===== config.mk =====
export PLATFORM = sky130hd
export DESIGN_NAME = sseg_scan
export DESIGN_NICKNAME = d
export VERILOG_FILES = /design/src/rtl/sseg_pkg.sv /design/src/rtl/tick_div.sv /design/src/rtl/sseg_scan.sv
export SDC_FILE = /design/constraint.sdc
export NUM_CORES = 1
export LEC_CHECK = 0
export CAP_MARGIN = 20
export CORE_ASPECT_RATIO = 0.9
export CORE_MARGIN = 8
export CORE_UTILIZATION = 48
export DETAILED_ROUTE_END_ITERATION = 16
export PLACE_DENSITY = 0.73
export SETUP_SLACK_MARGIN = 0.3
export SLEW_MARGIN = 10
export SYNTH_ARGS = -nofsm -noshare
export SYNTH_HDL_FRONTEND = slang
export SYNTH_SLANG_ARGS = --single-unit

===== constraint.sdc =====
create_clock -name clk -period 1.5 [get_ports clk]
set_input_delay 0.3 -clock clk [delete_from_list [all_inputs] [get_ports clk]]
set_output_delay 0.3 -clock clk [all_outputs]
set_load 0.01 [all_outputs]

===== src/rtl/sseg_pkg.sv =====
// Shared constants and types for the seven-segment scan path.
// NUM_DIGITS/POS_W size the frame and position counter; DIGIT_W/DP_BIT
// describe the {dp, bcd} digit code sent to the decoder.
package sseg_pkg;

  localparam int          NUM_DIGITS = 6;
  localparam int          POS_W      = 3;
  localparam logic [3:0]  BCD_MAX    = 4'd9;
  localparam int          DIGIT_W    = 5;
  localparam int          DP_BIT     = 4;

  typedef enum logic [POS_W-1:0] {
    POS0 = 3'd0,
    POS1 = 3'd1,
    POS2 = 3'd2,
    POS3 = 3'd3,
    POS4 = 3'd4,
    POS5 = 3'd5
  } pos_e;

  // Codes above 9 are undefined in the decoder, so they are forced to 0.
  function automatic logic [3:0] sanitize(input logic [3:0] nib);
    return (nib > BCD_MAX) ? 4'd0 : nib;
  endfunction

endpackage


===== src/rtl/tick_div.sv =====
// Free-running clock divider.
// Ports:
//   clk  - system clock
//   rst  - synchronous active-high reset, counter returns to 0
//   tick - high for one cycle every DIV cycles (when the counter is DIV-1)
module tick_div #(
  parameter int DIV = 4
) (
  input  logic clk,
  input  logic rst,
  output logic tick
);

  if (DIV < 2) begin : g_div_check
    $error("tick_div: DIV must be >= 2");
  end

  localparam int CNT_W = (DIV > 2) ? $clog2(DIV) : 1;

  logic [CNT_W-1:0] cnt;

  assign tick = (cnt == CNT_W'(DIV - 1));

  always_ff @(posedge clk) begin
    if (rst) begin
      cnt <= '0;
    end else if (tick) begin
      cnt <= '0;
    end else begin
      cnt <= cnt + 1'b1;
    end
  end

endmodule


===== src/rtl/sseg_scan.sv =====
// Six-digit BCD display scanner with double-buffered frames.
// Ports:
//   clk, rst     - clock, synchronous active-high reset
//   value_in     - six BCD nibbles, nibble k shown at position k (0 = leftmost)
//   dp_in        - decimal point enables, bit k for position k
//   load         - one-cycle strobe capturing value_in/dp_in into the pending buffer
//   pending      - a captured frame is waiting for the next frame boundary
//   digit        - {dp, bcd} for the current position
//   digit_pos    - current position 0..5
//   frame_start  - one-cycle pulse in the cycle digit_pos becomes 0
//   bad_bcd      - sticky: a loaded nibble exceeded 9 (cleared only by rst)
module sseg_scan
  import sseg_pkg::*;
#(
  parameter int CLK_HZ  = 50000000,
  parameter int SCAN_HZ = 1000
) (
  input  logic                          clk,
  input  logic                          rst,
  input  logic [4*NUM_DIGITS-1:0]       value_in,
  input  logic [NUM_DIGITS-1:0]         dp_in,
  input  logic                          load,
  output logic                          pending,
  output logic [DIGIT_W-1:0]            digit,
  output logic [POS_W-1:0]              digit_pos,
  output logic                          frame_start,
  output logic                          bad_bcd
);

  localparam int DIV = CLK_HZ / SCAN_HZ;

  logic tick;

  tick_div #(.DIV(DIV)) u_div (
    .clk  (clk),
    .rst  (rst),
    .tick (tick)
  );

  pos_e                      pos_q, pos_d, pos_nxt;
  logic [4*NUM_DIGITS-1:0]   act_val_q, act_val_d, pend_val_q, pend_val_d;
  logic [NUM_DIGITS-1:0]     act_dp_q, act_dp_d, pend_dp_q, pend_dp_d;
  logic                      pending_q, pending_d;
  logic [DIGIT_W-1:0]        digit_q, digit_d;
  logic                      fs_q, fs_d;
  logic                      bad_q, bad_d;
  logic [4*NUM_DIGITS-1:0]   load_val;
  logic                      load_bad;
  logic                      wrap, swap;
  logic [POS_W-1:0]          nidx;

  always_ff @(posedge clk) begin
    if (rst) begin
      pos_q      <= POS0;
      act_val_q  <= '0;
      act_dp_q   <= '0;
      pend_val_q <= '0;
      pend_dp_q  <= '0;
      pending_q  <= 1'b0;
      digit_q    <= '0;
      fs_q       <= 1'b0;
      bad_q      <= 1'b0;
    end else begin
      pos_q      <= pos_d;
      act_val_q  <= act_val_d;
      act_dp_q   <= act_dp_d;
      pend_val_q <= pend_val_d;
      pend_dp_q  <= pend_dp_d;
      pending_q  <= pending_d;
      digit_q    <= digit_d;
      fs_q       <= fs_d;
      bad_q      <= bad_d;
    end
  end

  always_comb begin
    load_val = '0;
    load_bad = 1'b0;
    for (int unsigned k = 0; k < NUM_DIGITS; k++) begin
      load_val[4*k +: 4] = sanitize(value_in[4*k +: 4]);
      if (value_in[4*k +: 4] > BCD_MAX) load_bad = 1'b1;
    end

    case (pos_q)
      POS0:    pos_nxt = POS1;
      POS1:    pos_nxt = POS2;
      POS2:    pos_nxt = POS3;
      POS3:    pos_nxt = POS4;
      POS4:    pos_nxt = POS5;
      default: pos_nxt = POS0;
    endcase

    wrap = tick && (pos_q == POS5);
    swap = wrap && pending_q;
    pos_d = tick ? pos_nxt : pos_q;
    nidx  = pos_nxt;

    // Swap takes the old pending buffer; a coincident load refills it.
    act_val_d  = swap ? pend_val_q : act_val_q;
    act_dp_d   = swap ? pend_dp_q  : act_dp_q;
    pend_val_d = load ? load_val   : pend_val_q;
    pend_dp_d  = load ? dp_in      : pend_dp_q;
    pending_d  = load ? 1'b1 : (swap ? 1'b0 : pending_q);

    // Digit is looked up from the post-swap frame so position 0 of a new
    // frame is shown on the same edge as the swap.
    digit_d = digit_q;
    if (tick) begin
      digit_d[DP_BIT]  = act_dp_d[nidx];
      digit_d[3:0]     = act_val_d[{nidx, 2'b00} +: 4];
    end

    fs_d  = wrap;
    bad_d = bad_q | (load & load_bad);
  end

  assign pending     = pending_q;
  assign digit       = digit_q;
  assign digit_pos   = pos_q;
  assign frame_start = fs_q;
  assign bad_bcd     = bad_q;

endmodule

==> Yosys cells after proc, flatten, opt, wreduce, memory -nomap -nowiden <==
Index checks and enable logic that the tools add are counted.
{ "word_totals": {"regBits": 87, "input_bits": 33, "wordCells": 51} }
{ "classes": {"n_addsub": 1, "order_cmp": 7, "n_eq_ne": 6, "n_shift": 1, "mux": 19, "n_bitwise": 2, "n_reduce_logical": 5} }
{ "op_table": {"columns": ["op", "count"], "rows": [
  ["$gt 4x4->1 const B", 6],
  ["$mux 24", 1],
  ["$mux 4", 6],
  ["$shiftx 24x6->4", 1],
  ["$add 16x1->16 const B", 1],
  ["$eq 16x16->1 const B", 1],
  ["$pmux 3 s5", 1],
  ["$mux 1", 9],
  ["$eq 3x2->1 const B", 2],
  ["$eq 3x3->1 const B", 2],
  ["$mux 6", 1],
  ["$lt 3x4->1 const B", 1],
  ["$bmux 1 s3", 1],
  ["$eq 3x1->1 const B", 1],
  ["$logic_not 3->1", 1],
  ["$logic_and 1x1->1", 2],
  ["$reduce_bool 2->1", 1],
  ["$reduce_or 2->1", 1],
  ["$and 1x1->1", 1],
  ["$or 1x1->1", 1]
]} }

==> Depth between registers and ports, before layout <==
Gate-level depths: netlist (run 1).
{ "logic_depth": {"ltp_word": 9, "depth_mapped": 8, "ltp_nobuf": 6} }

==> By module <==
From an unflattened synthesis (run 1), not the netlist that was laid out.
{ "hier_totals": {"cells_unflattened": 432, "hier_area_um2": 3661.0} }
{ "modules_own_cells": {"columns": ["module", "instances", "cells_each", "area_each_um2", "seq_area_each_um2"], "rows": [
  ["sseg_scan", 1, 351, 2950.3, 1421.4],
  ["tick_div", 1, 81, 710.7, 320.3]
]} }

==> Worst setup path after synthesis (run 1) <==
OpenSTA, ideal clock, no wires.
{ "synth_timing": {"kind": "reg2reg", "from": "reg u_div.cnt[0]", "to": "reg digit_q[1], in the netlist digit[1]", "setup_time_ns": 0.126, "arrival_time_ns": 1.499, "required_time_ns": 1.374, "slack_ns": -0.125, "stages_incl_launch_ff": 9, "period_less_slack_ns": 1.625, "cell_sequence": "dfxtp_1 ha_1 and3_1 and4_4 buf_6 buf_4 a21boi_1 o21ai_0 a31oi_1"} }
{ "synth_via": {"elab_chain_cells": 5} }
{ "synth_rtl": {"columns": ["item", "line_no", "text"], "rows": [
  ["from (decl)", "tick_div.sv:20", "logic [CNT_W-1:0] cnt;"],
  ["from (signal assigned)", "tick_div.sv:30", "cnt <= cnt + 1'b1;"],
  ["$eq 16x16->1 *", "tick_div.sv:22", "assign tick = (cnt == CNT_W'(DIV - 1));"],
  ["$logic_and 1x1->1", "sseg_scan.sv:93", "wrap = tick && (pos_q == POS5);"],
  ["$logic_and 1x1->1", "sseg_scan.sv:94", "swap = wrap && pending_q;"],
  ["$mux 24", "sseg_scan.sv:99", "act_val_d = swap ? pend_val_q : act_val_q;"],
  ["$shiftx 24x6->4", "sseg_scan.sv:110", "digit_d[3:0] = act_val_d[{nidx, 2'b00} +: 4];"],
  ["to (signal assigned)", "sseg_scan.sv:70", "digit_q <= digit_d;"],
  ["to (decl)", "sseg_scan.sv:44", "logic [DIGIT_W-1:0] digit_q, digit_d;"]
]} }
Mark *: on every way between the ends. The rest lies on a longest branch, timed or not.
A chain may end at the register's enable or synchronous reset.

==> Final worst setup path (run 1) <==
{ "layout_timing": {"from": "reg u_div.cnt[7]", "to": "reg act_val_q[1]"} }
{ "layout_via": {"elab_chain_cells": 4} }
{ "layout_rtl": {"columns": ["item", "line_no", "text"], "rows": [
  ["$eq 16x16->1", "tick_div.sv:22", null],
  ["$logic_and 1x1->1", "sseg_scan.sv:93", null],
  ["$logic_and 1x1->1", "sseg_scan.sv:94", null],
  ["$mux 24", "sseg_scan.sv:99", null],
  ["to (signal assigned)", "sseg_scan.sv:65", "act_val_q <= act_val_d;"],
  ["to (decl)", "sseg_scan.sv:41", "logic [4*NUM_DIGITS-1:0] act_val_q, act_val_d, pend_val_q, pend_val_d;"]
]} }
Every way passes these cells.

==> impl_metrics.toml, run 1 <==
[pwr]
finalPower_mw = 4.54
ir_drop_mv = 0.551
power_density_nw_per_um2 = 777
power.leakage_nw = 2.25

[clock_network]
htreeDepth = 3
hold_buffers = 0
insertion_delay_ns = 0.37
numClockSinks = 87
clk_pin_slew_ns = 0.09
tritoncts = "yes"
clockRootBuffer = "clkbuf_8"
cts_made_buffers = 9
cts.path.max_buffers = 2

[logic_synthesis]
yosysMostFrequentCell = "dfxtp_1"
yosys_warnings = 0
synthTopCellsByCount = "87 x dfxtp_1, 54 x nand2_1, 50 x nor2_1, 37 x a21oi_1, 19 x nand2b_1"
synth_edf_count = 0
synth_cell_types = 47
synth.top_cell.area_share_pct = 44.5
syn_area_per_cell_um2 = 8.68
synth_fp_nets = 485
ys_top_cells_by_area = "dfxtp_1 44%, nand2_1 5.2%, nor2_1 4.8%, a21oi_1 4.7%, a21oi_2 3.8%"
ys_seq_elements = 87
syn_inst = 451
ys_seq_area_share_pct = 44.5
synth_area_um2 = 3920
ys.flop_type = "dfxtp_1"
synth.largest_area_cell = "dfxtp_1"
synth-async-reset-ratio_pct = 0

[setup_path]
cp_slowest_stage_delay_ns = 0.37
path_cells = "nor4b_4 > and4_4 > buf_4 > nand3_4 > a211oi_1 > nor3_1"
reg2reg_depth = 6
start_kind = "flip-flop"
startpoint = "u_div.cnt[7]"
r2r_end = "act_val_q[1]"
crit_fanout = 7
r2r-start = "u_div.cnt[7]"
endpoint = "act_val_q[1]"
cp_slowest_cell = "a211oi_1"
criticalPathCategory = "reg -> reg"
r2r_slack_ns = -0.44
end_kind = "flip-flop"
cp_data_required_time_ns = 1.74
cp.arrival_ns = 2.18

[layout]
drive_gt1_share_pct = 45.0
synthToLayoutAreaGrowth_pct = 49.1
nets = 605
insertedDiodeCount = 0

[detailed_routing]
highest_layer = "met4"
first_pass_iters = 7
viasPerCell = 5.71
ant_nets = 0
met1Wirelength_um = 5210
wl_per_cell_um = 18.1
met3_length_um = 862
wl_um = 12200
drc = 0
wl_met2_um = 5680
first_iter_violations = 255
vias = 3852

[sta]
setup_violations = 53
rsz0062_at_grt = "yes"
period_minus_slack_ns = 1.94
finalHoldViolCount = 0
worst_pin_slew_ns = 0.423
setup_tns_ns = -8.83
fin_ws_ns = -0.435
fin_worst_skew_ns = 0.00966
fmax_ghz = 0.517
period_share_pct = 129
report.final.slew_viol_count = 0
relSlewSlack_pct = 71.8

[floorplanning]
die-area_um2 = 11300
std_cell_rows = 31
initial_core_util_pct = 49.0
die_h_um = 102
core_um2 = 7990
die_w_um = 111
io_pins = 44

[global_routing]
overflow = 0
antenna_found_initial = 0
grt_pass1_wl_um = 17800
grt_pass1_vias = 3677
grtUsageTotal_pct = 19.1
grt_max_degree = 38

[outcome]
violations = "negative setup slack"
status = "finished, violations left"

[placement]
port_buffers = 43
gp_congestion = 0.781
dpl.hpwl_um = 7360

[hold_path]
hold_path.class = "in -> reg"

[run]
maxCapViolCount = 0
-- logic make-up (layout without fill, tap and decap cells) --
| kind of cell | after synthesis | count (layout) | share of synthesized area, % |
|---|---|---|---|
| AOI/OAI and AO/OA | 103 | 103 | 17.2 |
| DFF | 87 | 87 | 44.5 |
| adders and majority gates | 1 | 1 | 0.320 |
| xor gates and xnor gates | 13 | 13 | 2.91 |
| buffers and inverters | 33 | 156 | 4.57 |
| muxes | 17 | 17 | 4.44 |
| and+or+nand+nor | 197 | 199 | 26.1 |
-- routing by layer --
| metal | global-route usage (%) | vias up |
|---|---|---|
| met3 | 5.09 | 52 |
| met1 | 24.1 | 1795 |
| met5 | 0 | - |
| li1 | - | 1815 |
| met4 | 5.83 | 0 |
| met2 | 31.3 | 190 |
-- registers in the layout, summed over array words and instances (netlist names) --
name and flops:
act_val_q 24, pend_val_q 24, u_div.cnt 16, act_dp_q 6, pend_dp_q 6, digit 5, digit_pos 3, bad_bcd 1
frame_start 1, pending 1
-- how the worst min path moves through the flow --
stage | start | endpoint | cells after the start | slack, ns
6_report | rst | act_val_q[3] | 2 | 0.30
5_1_grt | rst | act_val_q[3] | 2 | 0.30
4_1_cts | rst | act_val_q[3] | 2 | 0.27
3_5_place_dp | pend_val_q[13] | act_val_q[13] | 2 | 0.46
3_3_place_gp | act_dp_q[2] | act_dp_q[2] | 2 | 0.45
2_1_floorplan | u_div.cnt[0] | u_div.cnt[0] | 1 | 0.41
-- critical path: cells and delay by family (launching register included) --
kind,cells,cell delay [ns]
AO/OA/AOI/OAI,1,0.37
AND/OR/NAND/NOR,4,0.91
flip-flops,1,0.35
buffers and inverters,1,0.17
-- stage by stage --
stage	hold slack, ns	instance area, um^2	setup slack (ns)	util (%)	instances
after global routing	0.301	5840	-0.370	73.1	675
after CTS	0.267	5600	-0.173	70.0	666
after global placement	0.447	5020	-0.280	62.8	637
final	0.304	5840	-0.435	73.1	675
after detailed placement	0.458	5020	-0.274	62.8	637
after floorplan	0.414	4090	-0.0339	-	451
-- where the power goes --
| group | internal [mW] | total [mW] | switching, mW |
|---|---|---|---|
| clock | 0.876 | 1.75 | 0.876 |
| sequential | 2.35 | 2.39 | 0.0405 |
| combinational | 0.222 | 0.397 | 0.175 |
| total | 3.45 | 4.54 | 1.09 |
-- area by class of cell --
type                    instances  area, um^2
multi-input cells             333        2440
fillers                       559        2150
flip-flops and latches         87        1770
repair buffers                139        1290
clock buffers                  11         151
well taps                      99         124
clock inverters                 5        61.3
inverters                       1        3.75
-- timing repair --
item                       4_1_cts  5_1_grt
buffers inserted                11        7
setup endpoints to repair       67       62
pin swaps                       29       14
cloned                           2        2
resized for setup              124       38
-- placed cells by master (no fill, tap or decap), types with 5 or more instances in the layout --
| cell type | instances |
|---|---|
| and4_4 | 6 |
| a21oi_2 | 23 |
| mux2i_1 | 14 |
| nand3_1 | 15 |
| clkbuf_8 | 11 |
| xor2_2 | 5 |
| o21ai_0 | 9 |
| nand3b_1 | 6 |
| dfxtp_1 | 72 |
| a21oi_1 | 30 |
| buf_2 | 6 |
| clkdlybuf4s50_1 | 31 |
| dfxtp_2 | 11 |
| nand2b_1 | 18 |
| nand2_2 | 27 |
| nor2b_1 | 10 |
| buf_4 | 70 |
| nand4_1 | 5 |
| or3_1 | 6 |
| buf_6 | 23 |
| nor2_1 | 36 |
| nor2_4 | 10 |
| o21ai_1 | 5 |
| nand2_1 | 24 |
Power figures use the tool's default switching activity.
==> inputs of run 2 (changes only) <==
--- a/config.mk
+++ b/config.mk
@@ -5,6 +5,7 @@
 export SDC_FILE = /design/constraint.sdc
 export NUM_CORES = 1
 export LEC_CHECK = 0
+export ABC_CLOCK_PERIOD_IN_PS = 1500
 export CAP_MARGIN = 20
 export CORE_ASPECT_RATIO = 0.9
 export CORE_MARGIN = 8
@@ -15,4 +16,6 @@
 export SLEW_MARGIN = 10
 export SYNTH_ARGS = -nofsm -noshare
 export SYNTH_HDL_FRONTEND = slang
+export SYNTH_HIERARCHICAL = 1
 export SYNTH_SLANG_ARGS = --single-unit
+export TNS_END_PERCENT = 30
==> impl_metrics.toml, run 2 <==
[setup_path]
r2r_end = "act_dp_q[2]"
criticalPathCategory = "reg -> reg"
cp.arrival_ns = 2.10
cp_slowest_cell = "dfxtp_2"
start_kind = "flip-flop"
r2r_slack_ns = -0.32
path_cells = "nor4bb_4 > and4b_1 > and4b_2 > and2_4 > buf_6 > buf_12 > nand2_1 > a21oi_1"
reg2reg_depth = 8
path_delay_family = "simple AND/OR/NAND/NOR gates"
cp_slowest_stage_delay_ns = 0.34
r2r-start = "u_div/cnt[12]"
crit_fanout = 5
cp_data_required_time_ns = 1.78
cp_num_cells = 8
crit_buf_inv = 2
end_kind = "flip-flop"

[layout]
final_common_cell = "dfxtp_1"
synthToLayoutAreaGrowth_pct = 35.7
insertedDiodeCount = 0
top_regs = "act_val_q x24, pend_val_q x24, u_div/cnt x16"
nets = 549
drive_gt1_share_pct = 24.0
layout_common_cells = "78 x dfxtp_1, 56 x nand2_1, 50 x a21oi_1, 45 x buf_4, 44 x nor2_1"
fill_cells = 609
fin_area_um2 = 4970

[sta]
worst_pin_slew_ns = 0.368
report.final.slew_viol_count = 0
setup_violations = 55
rsz0062_at_grt = "yes"
relSlewSlack_pct = 75.2
fin_ws_ns = -0.322
fmax_ghz = 0.549
period_minus_slack_ns = 1.82
whs_ns = 0.244
finalHoldViolCount = 0
period_share_pct = 121
fin_worst_skew_ns = 0.00902

[floorplanning]
core_um2 = 7470
die_h_um = 98.9
io_pins = 44
initial_core_util_pct = 49.0
die-area_um2 = 10700
std_cell_rows = 30
die_w_um = 108

[logic_synthesis]
synth_cell_types = 43
synth.top_cell.area_share_pct = 47.6
syn_inst = 432
synthTopCellsByCount = "87 x dfxtp_1, 58 x a21oi_1, 57 x nand2_1, 55 x nor2_1, 18 x nand3_1"
synth.largest_area_cell = "dfxtp_1"
synth_fp_nets = 466
synth_area_um2 = 3660
ys.flop_type = "dfxtp_1"
ys_top_cells_by_area = "dfxtp_1 48%, a21oi_1 7.9%, nand2_1 5.8%, nor2_1 5.6%, mux2i_1 4.4%"
yosys_warnings = 6
yosysMostFrequentCell = "dfxtp_1"
syn_area_per_cell_um2 = 8.47
synth_edf_count = 0
ys_seq_elements = 87
ys_seq_area_share_pct = 47.6
synth-async-reset-ratio_pct = 0

[placement]
dp_slack_ns = -0.414
dpl.hpwl_um = 6340
gp_congestion = 0.812
port_buffers = 43
dpl_cell_area_um2 = 4520

[global_routing]
grt_max_degree = 58
grtUsageTotal_pct = 17.5
antenna_found_initial = 0
grt_pass1_vias = 3304
grt_pass1_wl_um = 15400
overflow = 0

[detailed_routing]
ant_nets = 0
viasPerCell = 5.29
first_iter_violations = 178
wl_per_cell_um = 14.7
drc = 0
first_pass_iters = 4
wl_um = 9060
vias = 3260

[clock_network]
numClockSinks = 87
cts.path.max_buffers = 2
hold_buffers = 0
insertion_delay_ns = 0.35
cts_made_buffers = 9
htreeDepth = 3
clockRootBuffer = "clkbuf_8"
tritoncts = "yes"
clk_pin_slew_ns = 0.09

[pwr]
finalPower_mw = 4.77
power.leakage_nw = 1.79
power_density_nw_per_um2 = 960
ir_drop_mv = 0.575

[hold_path]
min_to = "digit_pos[1]"
hold_path.class = "in -> reg"
hold_start = "rst"
holdPathStages = 2

[outcome]
violations = "negative setup slack"
status = "finished, violations left"

[run]
maxCapViolCount = 0
run 2: cell count changes in the layout (fill, tap and decap cells not counted), sizes merged, moves of 7 or more:
cell and delta:
buf -44, o21ai -9, xor2 -8, or3 -7
and4 -9, xnor2 +9
run 2: per-stage QoR:
step / util [%] / instances / TNS [ns]
finish: 66.5 / 616 / -12.19
global route: 66.5 / 616 / -15.53
detailed placement: 60.5 / 595 / -14.26
floorplan: - / 432 / -6.53
CTS: 64.9 / 613 / -11.10
global placement: 60.5 / 595 / -16.13
run 2: cells by family (layout without fill, tap and decap cells):
| kind of cell | after synthesis | count (layout) | synth area share [%] |
|---|---|---|---|
| flip-flops | 87 | 87 | 47.6 |
| AND/OR/NAND/NOR | 194 | 194 | 25.8 |
| buffers and inverters | 34 | 122 | 4.68 |
| multiplexers | 16 | 16 | 4.37 |
| XOR/XNOR | 14 | 14 | 3.35 |
| AO/OA/AOI/OAI | 85 | 85 | 13.6 |
| adder cells (fa/ha/maj) | 2 | 2 | 0.615 |
run 2: layout make-up:
| cell class | count | area, um^2 | area share [%] |
|---|---|---|---|
| clock buffer | 10 | 138 | 2.77 |
| clock inverter | 6 | 116 | 2.34 |
| inverter | 8 | 30.0 | 0.605 |
| multi-input combinational | 311 | 1870 | 37.7 |
| sequential | 87 | 1760 | 35.4 |
| tap | 96 | 120 | 2.42 |
| timing repair buffer | 98 | 928 | 18.7 |
run 2: metal layers:
layer	up-vias	track usage [%]	wire length [um]
met5	-	0	0
met4	0	5.54	131
met3	14	3.72	302
met2	66	28.9	4390
met1	1538	21.9	4230
li1	1642	-	-
run 2: how the worst max path moves through the flow:
stage / startpoint / endpoint / slack, ns
2_1_floorplan: u_div/cnt[1] / act_val_q[21] / -0.22
3_3_place_gp: u_div/cnt[9] / digit[0] / -0.42
3_5_place_dp: u_div/cnt[9] / digit[0] / -0.41
4_1_cts: u_div/cnt[12] / act_dp_q[5] / -0.31
5_1_grt: u_div/cnt[12] / digit[2] / -0.42
6_report: u_div/cnt[12] / act_dp_q[2] / -0.32
run 2: worst register-to-register path, cell delays in order, from the launching register on:
cell,delay [ns]
dfxtp_2,0.34
nor4bb_4,0.28
and4b_1,0.27
and4b_2,0.31
and2_4,0.19
buf_6,0.11
buf_12,0.10
nand2_1,0.05
a21oi_1,0.11
run 2: what timing repair did:
item,in CTS,in global routing
hold endpoints to repair,0,0
cloned,0,0
gates resized for setup,49,41
buffers inserted,2,3
setup endpoints to repair,66,66
pin swaps,7,3
run 2: report_power, final:
part           total (mW)  internal (mW)  switching (mW)
sequential           2.39           2.35          0.0365
combinational       0.376          0.204           0.171
clock                2.00           1.16           0.837
total                4.77           3.72            1.05
==> inputs of run 3 (changes only) <==
--- a/config.mk
+++ b/config.mk
@@ -5,13 +5,13 @@
 export SDC_FILE = /design/constraint.sdc
 export NUM_CORES = 1
 export LEC_CHECK = 0
-export ABC_CLOCK_PERIOD_IN_PS = 1500
+export ABC_CLOCK_PERIOD_IN_PS = 1840
 export CAP_MARGIN = 20
 export CORE_ASPECT_RATIO = 0.9
 export CORE_MARGIN = 8
 export CORE_UTILIZATION = 48
 export DETAILED_ROUTE_END_ITERATION = 16
-export PLACE_DENSITY = 0.73
+export DONT_BUFFER_PORTS = 1
 export SETUP_SLACK_MARGIN = 0.3
 export SLEW_MARGIN = 10
 export SYNTH_ARGS = -nofsm -noshare
==> constraint.sdc (replaced) <==
create_clock -name clk -period 1.84 [get_ports clk]
set_input_delay 0.368 -clock clk [delete_from_list [all_inputs] [get_ports clk]]
set_output_delay 0.368 -clock clk [all_outputs]
set_load 0.01 [all_outputs]
==> impl_metrics.toml, run 3 (synthesis results as in run 2) <==
[setup_path]
r2r-start = "u_div/cnt[11]"
cp.arrival_ns = 2.06
crit_fanout = 7
start_kind = "flip-flop"
criticalPathCategory = "reg -> reg"
reg2reg_depth = 6
r2r_end = "digit[0]"
cp_slowest_stage_delay_ns = 0.34
path_cells = "nor4bb_4 > and4b_1 > and4b_2 > nand2_4 > mux2i_2 > a211oi_1"
end_kind = "flip-flop"
path_delay_family = "simple AND/OR/NAND/NOR gates"
cp_slowest_cell = "dfxtp_2"
crit_buf_inv = 0
r2r_slack_ns = 0.04
cp_data_required_time_ns = 2.10

[detailed_routing]
viasPerCell = 5.38
ant_nets = 0
vias = 2961
first_pass_iters = 4
drc = 0
wl_per_cell_um = 15.4
first_iter_violations = 129
wl_um = 8470

[layout]
top_regs = "act_val_q x24, pend_val_q x24, u_div/cnt x16"
layout_common_cells = "82 x dfxtp_1, 57 x nand2_1, 44 x a21oi_1, 42 x nor2_1, 26 x buf_4"
final_util_pct = 58.5
drive_gt1_share_pct = 21.1
fin_area_um2 = 4370
insertedDiodeCount = 0
synthToLayoutAreaGrowth_pct = 19.3
final_common_cell = "dfxtp_1"
nets = 483

[floorplanning]
initial_core_util_pct = 49.0
die_w_um = 108
std_cell_rows = 30
core_um2 = 7470
die-area_um2 = 10700
io_pins = 44
die_h_um = 98.9

[run]
maxCapViolCount = 0

[sta]
period_minus_slack_ns = 1.80
setup_violations = 0
fin_worst_skew_ns = 0.00736
relSlewSlack_pct = 71.4
finalHoldViolCount = 0
report.final.slew_viol_count = 0
whs_ns = 0.0759
rsz0062_at_grt = "yes"
fmax_ghz = 0.557
period_share_pct = 97.6
worst_pin_slew_ns = 0.424

[clock_network]
cts.path.max_buffers = 2
insertion_delay_ns = 0.35
clk_pin_slew_ns = 0.08
tritoncts = "yes"
htreeDepth = 3
hold_buffers = 0
cts_made_buffers = 9
clockRootBuffer = "clkbuf_8"
numClockSinks = 87

[global_routing]
grt_max_degree = 75
overflow = 0
grt_pass1_wl_um = 13700
grt_pass1_vias = 2868
antenna_found_initial = 0
grtUsageTotal_pct = 15.8

[hold_path]
holdPathStages = 1
hold_start = "rst"
hold_path.class = "in -> reg"
min_to = "frame_start"

[placement]
gp_congestion = 0.794
dpl_cell_area_um2 = 3880
port_buffers = 0
dpl.hpwl_um = 5650

[outcome]
status = "finished, final reports clean"

[pwr]
ir_drop_mv = 0.481
power.leakage_nw = 1.44
finalPower_mw = 3.40
power_density_nw_per_um2 = 778
run 3: worst max-delay path by stage:
| stage | to | start | slack (ns) | depth (start not counted) |
|---|---|---|---|---|
| 2_1_floorplan | act_val_q[21] | u_div/cnt[1] | 0.12 | 9 |
| 3_3_place_gp | act_val_q[12] | u_div/cnt[1] | 0.07 | 8 |
| 3_5_place_dp | digit[4] | u_div/cnt[9] | -0.02 | 6 |
| 4_1_cts | digit[4] | u_div/cnt[11] | 0.06 | 6 |
| 5_1_grt | digit[4] | u_div/cnt[9] | -0.05 | 6 |
| 6_report | digit[0] | u_div/cnt[11] | 0.04 | 6 |
run 3: metal layers:
metal | track usage, % | wire (um) | up-vias
li1 | - | - | 1501
met1 | 21.1 | 4200 | 1400
met2 | 23.3 | 3740 | 56
met3 | 4.83 | 482 | 4
met4 | 5.12 | 54 | 0
met5 | 0 | 0 | -
run 3: power breakdown:
| part | internal (mW) | switching, mW |
|---|---|---|
| registers | 1.92 | 0.0330 |
| logic | 0.0777 | 0.0721 |
| clock network | 0.665 | 0.631 |
| total | 2.66 | 0.736 |
run 3: worst register-to-register path, delay by kind of cell, from the launching register on:
kind            cells  cell delay, ns
compound gates      1            0.20
flops               1            0.34
mux                 1            0.21
simple gates        4            0.95
run 3: what timing repair did:
action / CTS / global route
gates cloned: 0 / 0
endpoints found under the setup margin: 53 / 53
gates resized for setup: 11 / 52
pin swaps: 2 / 28
buffers inserted: 2 / 4
run 3: metrics by stage:
step / worst slack [ns] / std cells / setup TNS, ns
final: 0.0440 / 550 / 0
after global routing: -0.0548 / 550 / -0.367
after CTS: 0.0564 / 546 / 0
after detailed placement: -0.0170 / 528 / -0.0337
after global placement: 0.0656 / 528 / 0
after floorplan: 0.120 / 432 / 0
run 3: final cells by class:
type	instances	area, um^2
Fill cell	678	3100
Timing Repair Buffer	32	284
Tap cell	96	120
Clock inverter	3	42.5
Sequential cell	87	1750
Clock buffer	13	149
Inverter	8	30.0
Multi-Input combinational cell	311	1990
